### src/rtl/mips_instr_encoder.sv
// MIPS instruction encoder: packs mnemonic + fields into 32-bit words, buffers
// them in a 4-deep FIFO and streams them to instruction memory. Optional op check: ENC_CHECK_EN.
module mips_instr_encoder (
  input  logic        clk,
  input  logic        reset,
  input  logic        start,
  input  logic [31:0] base_addr,
  input  logic        in_valid,
  output logic        in_ready,
  input  logic [4:0]  op,
  input  logic [4:0]  rs,
  input  logic [4:0]  rt,
  input  logic [4:0]  rd,
  input  logic [15:0] imm,
  input  logic [25:0] target,
  output logic        imem_we,
  input  logic        imem_ready,
  output logic [31:0] imem_addr,
  output logic [31:0] imem_wdata,
  output logic [15:0] count,
  output logic        err
);

  logic [31:0] enc_word;
  logic        enc_legal;

  always_comb begin
    enc_word  = 32'h0000_0000;
    enc_legal = 1'b1;
    case (op)
      5'd0:  enc_word = {6'b000000, rs, rt, rd, 5'b00000, 6'b100000};
      5'd1:  enc_word = {6'b000000, rs, rt, rd, 5'b00000, 6'b100010};
      5'd2:  enc_word = {6'b000000, rs, rt, rd, 5'b00000, 6'b100100};
      5'd3:  enc_word = {6'b000000, rs, rt, rd, 5'b00000, 6'b100101};
      5'd4:  enc_word = {6'b000000, rs, rt, rd, 5'b00000, 6'b101010};
      5'd5:  enc_word = {6'b000000, rs, 5'd0, 5'd0, 5'b00000, 6'b001000};
      5'd6:  enc_word = {6'b100011, rs, rt, imm};
      5'd7:  enc_word = {6'b100000, rs, rt, imm};
      5'd8:  enc_word = {6'b100001, rs, rt, imm};
      5'd9:  enc_word = {6'b101011, rs, rt, imm};
      5'd10: enc_word = {6'b101000, rs, rt, imm};
      5'd11: enc_word = {6'b101001, rs, rt, imm};
      5'd12: enc_word = {6'b001000, rs, rt, imm};
      5'd13: enc_word = {6'b001100, rs, rt, imm};
      5'd14: enc_word = {6'b001101, rs, rt, imm};
      5'd15: enc_word = {6'b001010, rs, rt, imm};
      5'd16: enc_word = {6'b001111, 5'd0, rt, imm};
      5'd17: enc_word = {6'b000010, target};
      5'd18: enc_word = {6'b000011, target};
      5'd19: enc_word = {6'b000100, rs, rt, imm};
      5'd20: enc_word = {6'b000101, rs, rt, imm};
      default: begin
        enc_word  = 32'h0000_0000;
        enc_legal = 1'b0;
      end
    endcase
  end

  logic [31:0] fifo_q [4];
  logic [1:0]  wr_ptr_q, wr_ptr_d;
  logic [1:0]  rd_ptr_q, rd_ptr_d;
  logic [2:0]  occ_q, occ_d;
  logic [31:0] addr_q, addr_d;
  logic [15:0] count_q, count_d;
  logic        err_q, err_d;
  logic        full, accept, push, pop;

  assign full     = (occ_q == 3'd4);
  assign in_ready = !full && !start;
  assign accept   = in_valid && in_ready;
  assign imem_we  = (occ_q != 3'd0);
  assign pop      = imem_we && imem_ready && !start;

`ifdef ENC_CHECK_EN
  assign push = accept && enc_legal;
`else
  assign push = accept;
`endif

  always_comb begin
    wr_ptr_d = wr_ptr_q;
    rd_ptr_d = rd_ptr_q;
    occ_d    = occ_q;
    addr_d   = addr_q;
    count_d  = count_q;
    err_d    = err_q;
    if (start) begin
      wr_ptr_d = 2'd0;
      rd_ptr_d = 2'd0;
      occ_d    = 3'd0;
      addr_d   = base_addr;
      count_d  = 16'd0;
      err_d    = 1'b0;
    end else begin
      if (push) wr_ptr_d = wr_ptr_q + 2'd1;
      if (pop) begin
        rd_ptr_d = rd_ptr_q + 2'd1;
        addr_d   = addr_q + 32'd4;
        if (count_q != 16'hFFFF) count_d = count_q + 16'd1;
      end
      case ({push, pop})
        2'b10:   occ_d = occ_q + 3'd1;
        2'b01:   occ_d = occ_q - 3'd1;
        default: occ_d = occ_q;
      endcase
`ifdef ENC_CHECK_EN
      if (accept && !enc_legal) err_d = 1'b1;
`endif
    end
  end

  always_ff @(posedge clk or posedge reset) begin
    if (reset) begin
      wr_ptr_q <= 2'd0;
      rd_ptr_q <= 2'd0;
      occ_q    <= 3'd0;
      addr_q   <= 32'd0;
      count_q  <= 16'd0;
      err_q    <= 1'b0;
    end else begin
      wr_ptr_q <= wr_ptr_d;
      rd_ptr_q <= rd_ptr_d;
      occ_q    <= occ_d;
      addr_q   <= addr_d;
      count_q  <= count_d;
      err_q    <= err_d;
    end
  end

  // Storage needs no reset: the occupancy counter decides what is valid.
  always_ff @(posedge clk) begin
    if (push && !start) fifo_q[wr_ptr_q] <= enc_word;
  end

  assign imem_wdata = imem_we ? fifo_q[rd_ptr_q] : 32'h0000_0000;
  assign imem_addr  = addr_q;
  assign count      = count_q;
`ifdef ENC_CHECK_EN
  assign err = err_q;
`else
  assign err = 1'b0;
`endif

endmodule

### config.mk
export PLATFORM = sky130hd
export DESIGN_NAME = mips_instr_encoder
export DESIGN_NICKNAME = d
export VERILOG_FILES = /design/src/rtl/mips_instr_encoder.sv
export SDC_FILE = /design/constraint.sdc
export NUM_CORES = 1
export LEC_CHECK = 0
export CORE_ASPECT_RATIO = 0.75
export CORE_MARGIN = 3
export CORE_UTILIZATION = 40
export CTS_CLUSTER_DIAMETER = 60
export DETAILED_ROUTE_END_ITERATION = 7
export GPL_TIMING_DRIVEN = 0
export PLACE_DENSITY = 0.61
export SLEW_MARGIN = 20
export SYNTH_ARGS = -nofsm -noshare
export SYNTH_HDL_FRONTEND = slang
export SYNTH_SLANG_ARGS = --single-unit
### constraint.sdc
create_clock -name clk -period 2.5 [get_ports clk]
set_input_delay 0.375 -clock clk [delete_from_list [all_inputs] [get_ports clk]]
set_output_delay 0.375 -clock clk [all_outputs]
set_load 0.05 [all_outputs]
==> results.tsv <==
metric	value	unit
wirelength	22.87	mm
maxCapViolCount	0	
fillCellCount	1792	
crit_type	input pin to primary output	
clk_pin_slew	0.07	ns
ys.flop_type	edfxtp_1	
end_kind	primary output	
syn_area	0.008657	mm²
fin_tns_setup	0	ns
p_per_area	872.2	mW/mm²
startpoint_type	input pin	
start_util	41.78	%
insertion_delay	0.43	ns
synth_most_common_cell	edfxtp_1	
grt_pass1_wl	36.57	mm
hpwl	16.53	mm
worst_ir_drop_vdd	0.4811	mV
setup_violations	0	
grt_overflow	0	
cts_sinks	179	
nets	984	
fmax	404.8	MHz
drive_gt1_share	17.73	%
area_delta_synth_final	33.31	%
drv_slew	0	
dieArea	0.02346	mm²
initialDrtViolationCount	640	
io_pins	182	
antenna_cells	0	
p_leak	0.004163	µW
synth_top_cell_area_share	43.01	%
ys_seq_area_share	58.91	%
numCtsBuffers	17	
die_height	133.4	µm
wl_per_cell	19.50	µm
htreeDepth	4	
crit_fanout	19	
finalClockSkew	0.01431	ns
gp_congestion	0.8142	
max_slew_margin	44.89	%
hold_viol	0	
tightest_slew	0.8179	ns
die_width	175.9	µm
period_share	98.82	%
grt_max_degree	56	
dr.pass1.iters	5	
syn_area_per_cell	12.86	µm²
hold_class	input pin to asynchronous set/reset pin	
outcome	finished, final reports clean	
core_area	0.02072	mm²
antenna_found_initial	0	
synth_cells	673	
register_area	0.005101	mm²
async_reset_ff_share	30.73	%
ys_types	66	
io_buffers	178	
synth_edf_count	124	
ys_ff_latch	179	
synthTopCellsByCount	124 x edfxtp_1, 55 x dfrtp_1, 48 x nor2b_1	
period_minus_slack	2.470	ns
final_antenna_net_count	0	
dp_slack	-1.353	ns
synth_area_leader_cell	edfxtp_1	
yosys-top-cells-area	edfxtp_1 43%, dfrtp_1 16%, mux4_2 8.1%	
ctsLongestPathBuffers	2	
final_cells	1173	
setup_slack	0.02951	ns
dp_cells	1138	
cp_data_required_time	2.12	ns
cts_hold_buf	0	
grt_pass1_vias	6685	
cts_tree	yes	
ys_warn_count	0	
crit_arrival	2.10	ns
vias	6527	
multiInputGateArea	0.003331	mm²
placementRows	45	
cts_root_buf	clkbuf_16	
rsz0062_at_grt	yes	
drc	0	
avgViaCountPerCell	5.564	
grtUsageTotal	19.84	%
## state kept, by name, indices dropped and copies added (netlist names)
register	cells
fifo_q	124
occ_q	3
imem_addr	32
count	16
wr_ptr_q	2
rd_ptr_q	2
## cell type report
class / count / share of cell area [%]
Inverter: 21 / 0.7047
Buffer: 41 / 2.168
Clock inverter: 15 / 1.399
Clock buffer: 17 / 3.686
Multi-Input combinational cell: 430 / 28.86
Sequential cell: 179 / 44.20
Timing Repair Buffer: 188 / 15.93
Tap cell: 282 / 3.057
## metal layers
layer / global-route usage [%] / vias to the layer above / wire length (µm)
met5: 0 / - / 0
met4: 4.791 / 0 / 357
met3: 3.960 / 26 / 1236
met2: 31.47 / 209 / 10870
met1: 28.33 / 3285 / 10410
li1: - / 3007 / -
## where the power goes
group / total [µW] / switching (µW) / internal (µW) / leakage [µW]
sequential: 3650 / 185 / 3470 / 0.00183
combinational: 3800 / 2510 / 1280 / 0.00205
clock: 2620 / 1280 / 1340 / 0.000281
total: 10100 / 3980 / 6090 / 0.00416
## placed cells by master, fill, tap and decap left out, drive strengths merged, types with 21 or more instances in the layout
cell / count
inv: 28
nor2b: 48
edfxtp: 124
dfrtp: 55
clkbuf: 43
nor2: 41
clkdlybuf4s50: 145
mux4: 31
nand2: 44
buf: 50
nand3: 21
## critical path, cell delays in order
cell	delay (ns)
clkdlybuf4s50_1	0.57
clkbuf_4	0.31
buf_6	0.20
a21oi_1	0.22
clkdlybuf4s18_2	0.41
## final timing paths
kind                          startpoint            end  slack [ns]  cells after the start
min                                reset      count[12]        0.42                      2
min in group clk           base_addr[20]  imem_addr[20]        0.49                      3
max reg2reg                     occ_q[2]       occ_q[2]        0.13                      8
max in group asynchronous          reset    rd_ptr_q[0]        1.58                      2
min reg2reg                 imem_addr[1]   imem_addr[1]        0.51                      1
max                                start       in_ready        0.03                      5
## per-stage QoR
step / cell area, µm² / utilization, % / power (µW) / hold WS (ns)
after global routing: 11540 / 55.70 / 10520 / 0.4829
after floorplan: 8661 / - / 6153 / 0.4949
after global placement: 10800 / 52.10 / 7499 / 0.4910
final: 11540 / 55.70 / 10070 / 0.4154
after detailed placement: 10910 / 52.67 / 7593 / 0.5019
after CTS: 11510 / 55.54 / 10110 / 0.4481
## cell families after synthesis
kind of cell / share of synthesized area [%]
compound gates: 10.02
xor+xnor: 1.214
mux: 10.71
fa+ha+maj: 1.098
flops: 58.91
simple gates: 14.92
buf+inv: 3.093
other cells: 0.04332
## what timing repair did
action                     CTS  global route
pin swaps                    0             1
resized for setup          160            45
buffers inserted             3             3
setup endpoints to repair   35            71
Power figures use the tool's default switching activity.
==> RTL edit 1, RTL diff (config.mk and constraints unchanged) <==
Add a define of `ENC_CHECK_EN`.
--- a/src/rtl/mips_instr_encoder.sv
+++ b/src/rtl/mips_instr_encoder.sv
@@ -2,2 +2,4 @@
 // them in a 4-deep FIFO and streams them to instruction memory. Optional op check: ENC_CHECK_EN.
+`define ENC_CHECK_EN
+
 module mips_instr_encoder (
Behaviour: not the same (a bounded check fails within 4 cycles, from zero or initial values and one cycle with reset high).
==> RTL edit 1 against the unedited design <==
  * Sequential cell count rose by 1
  * Cell area fell by 3.1%
  * Wire length decreased by 4.2%
  * Area after synthesis fell by 2.5%
  * Critical path type is now reg -> out
  * Register-to-register slack improved by 60 ps
  * Combinational power up 6.1%
  * Total power up 2.2%
  * Global-route usage shrank 0.71 points
  * Worst setup slack better by 9.5 ps
  * First-iteration DRC count down 43%
==> RTL edit 1: results (changes against the unedited design) <==
outcome complete, no violations (unchanged); reg-to-reg startpoint occ_q[1] (was occ_q[2]); first-pass GRT wire length 34400 µm (was 36600 µm); Final #Nets 949 (was 984); non-clk buf share 0.168 (was 0.181); Worst Tran Pin Value 1010 ps (was 818 ps); post-synthesis compound-gate area fraction 0.0740 (was 0.100); CP Launch Point rd_ptr_q[0] (was start); count of multi-input gates 406 (was 430); Signal buffers 218 (was 229); clk pwr 2630 µW (was 2620 µW); GRT Resource Usage Total 0.191 (was 0.198); largest fanout on the critical path 6 (was 19); Metal-1 WL 10200 µm (was 10400 µm); filler instances 1757 (was 1792); Signal inverters 20 (was 21); met3 routed wirelength 906 µm (was 1240 µm); # clk buffers 18 (was 17); M1 GR Usage 0.268 (was 0.283); post-synthesis mux area share 0.102 (was 0.107); leakage power 0.00400 µW (was 0.00416 µW); Post-Place Worst Slack -778 ps (was -1350 ps); Final HPWL DP 15200 µm (was 16500 µm); vias 6034 (was 6527); final WL 21900 µm (was 22900 µm); Seq/Total Area, Yosys 0.607 (was 0.589); fraction of synthesized cell area in xor and xnor cells 0.0498 (was 0.0121); DR iter-0 viols 365 (was 640); pin count of the biggest net entering global routing 57 (was 56); multi-input logic area 3150 µm² (was 3330 µm²); clk_skew 15.8 ps (was 14.3 ps); slowest cell on the critical path dfrtp_2 (was clkdlybuf4s50_1); Max rail drop VDD 0.694 mV (was 0.481 mV); Slowest Stage Delay on Critical Path 470 ps (was 570 ps); Placer Congestion 0.822 (was 0.814); vias in the first global route 6226 (was 6685); share of cells above drive strength 1 0.169 (was 0.177); switching share of power 0.403 (was 0.395); Reg power frac 0.352 (was 0.363)
[RTL edit 1: path summary, 6_finish.rpt]
| path | cells past startpoint | slack (ps) | end |
|---|---|---|---|
| hold / removal | 4 | 370 | err |
| min in group asynchronous | 2 | 410 | imem_addr[0] |
| hold reg to reg | 1 | 520 | imem_addr[1] |
| setup reg to reg | 8 | 190 | occ_q[2] |
| max in group asynchronous | 2 | 1560 | rd_ptr_q[0] |
| setup / recovery | 4 | 40 | imem_wdata[0] |
[RTL edit 1: what timing repair did]
item	in CTS	in global routing
buffers inserted	2	4
pin swaps	2	2
setup endpoints to repair	221	129
hold endpoints to repair	0	0
resized for setup	165	16
[RTL edit 1: metrics by stage]
stage	util	area, µm²	hold WS, ps	cells
floorplan	-	8460	496	642
global placement	0.517	10600	492	1102
detailed placement	0.517	10600	504	1102
CTS	0.544	11100	360	1135
global route	0.546	11200	411	1138
finish	0.546	11200	374	1138
==> RTL edit 2, RTL diff (same flow settings) <==
Made on the original files. Register the input `target` before use, cleared by the reset. The logic sees it one clock later. The other inputs are not delayed to match.
--- a/src/rtl/mips_instr_encoder.sv
+++ b/src/rtl/mips_instr_encoder.sv
@@ -22,2 +22,12 @@
 );
+
+  logic [25:0] target_q;
+
+  always_ff @(posedge clk or posedge reset) begin
+    if (reset) begin
+      target_q <= '0;
+    end else begin
+      target_q <= target;
+    end
+  end
 
@@ -47,4 +57,4 @@
       5'd16: enc_word = {6'b001111, 5'd0, rt, imm};
-      5'd17: enc_word = {6'b000010, target};
-      5'd18: enc_word = {6'b000011, target};
+      5'd17: enc_word = {6'b000010, target_q};
+      5'd18: enc_word = {6'b000011, target_q};
       5'd19: enc_word = {6'b000100, rs, rt, imm};
Check against the original RTL: not equivalent (Yosys sat finds a counterexample within 4 cycles, from zero or initial values and one cycle with reset high).
==> RTL edit 2 against the unedited design <==
  * Wire length grew 6.8%
  * Sequential cell count increased by 26
  * Count of clock-buffer cells in the layout increased by 11
  * Cell area up 7.7%
  * Area after synthesis increased by 8.0%
  * Global-route usage fell by 1.1 points
  * Sequential power grew 7.1%
  * Total power is 10% lower
  * Worst setup slack improved by 44 ps
  * Combinational power down 47%
  * Highest routed layer unchanged
==> RTL edit 2: results (changes against the unedited design) <==
outcome complete, no violations (unchanged); FF-to-FF path depth 7 (was 8); Max rail drop VDD 0.395 mV (was 0.481 mV); Final Cycle Share 0.970 (was 0.988); top cells by area, synth edfxtp_1, dfrtp_1, mux4_2 (unchanged); Crit Path Class reg -> out (was in -> out); met2 wire length 10600 µm (was 10900 µm); Final #Nets 1026 (was 984); ClkCell Share 0.0550 (was 0.0508); leakage power 0.00460 µW (was 0.00416 µW); filler instances 1904 (was 1792); slowest cell on the critical path mux4_2 (was clkdlybuf4s50_1); Async SR Flop Fraction 0.395 (was 0.307); share of cells above drive strength 1 0.181 (was 0.177); Post-Place Worst Slack -1270 ps (was -1350 ps); # clk buffers 28 (was 17); Slowest Stage Delay on Critical Path 490 ps (was 570 ps); multi-input combinational area share 0.273 (was 0.289); IO buf count 177 (was 178); sequential share of cell area 0.463 (was 0.442); post_cts resized 208 (was 160); Signal inverters 20 (was 21); die span in x 183 µm (was 176 µm); DR WL/cell 19.9 µm (was 19.5 µm); Clock Sinks 205 (was 179); H-tree levels 1 (was 4); reg-to-reg endpoint imem_addr[21] (was occ_q[2]); post-synth cell types 58 (was 66); Metal-1 WL 12000 µm (was 10400 µm); met3 routed wirelength 1550 µm (was 1240 µm); Worst Tran Pin Value 806 ps (was 818 ps); worst hold margin 232 ps (was 415 ps); Seq/Total Area, Yosys 0.615 (was 0.589); Mapped Avg Cell Area 13.2 µm² (was 12.9 µm²); reg-to-reg startpoint occ_q[1] (was occ_q[2]); worst path arrival time 2050 ps (was 2100 ps); grt met3 use 0.0336 (was 0.0396); synth cell count leaders edfxtp_1, dfrtp_1, nand2_1 (was edfxtp_1, dfrtp_1, nor2b_1); largest fanout on the critical path 5 (was 19)
RTL edit 2: changes by cell type after synthesis, moves of 4 or more:
cell | unedited run | this run
nand2b_1 | 3 | 8
o31ai_1 | 17 | 12
o21ai_0 | 19 | 23
and4_1 | 1 | 7
and2_1 | 10 | 36
nor2b_1 | 48 | 16
dfrtp_1 | 55 | 81
or4_1 | 19 | 15
and3_1 | 4 | 10
RTL edit 2: power breakdown:
group	switching (µW)	internal (µW)	leakage [µW]
Combinational	1210	798	0.00214
Sequential	118	3800	0.00213
Clock	1290	1830	0.000334
Total	2620	6420	0.00460
RTL edit 2: logic make-up (layout without fill, tap and decap cells):
kind of cell,after synthesis,count (layout),share of synthesized area
fa+ha+maj,7,7,0.0102
other cells,1,2,0.000401
compound gates,132,132,0.101
buf+inv,65,291,0.0288
flops,205,205,0.615
mux,47,47,0.0934
simple gates,238,238,0.139
xor+xnor,13,13,0.0122
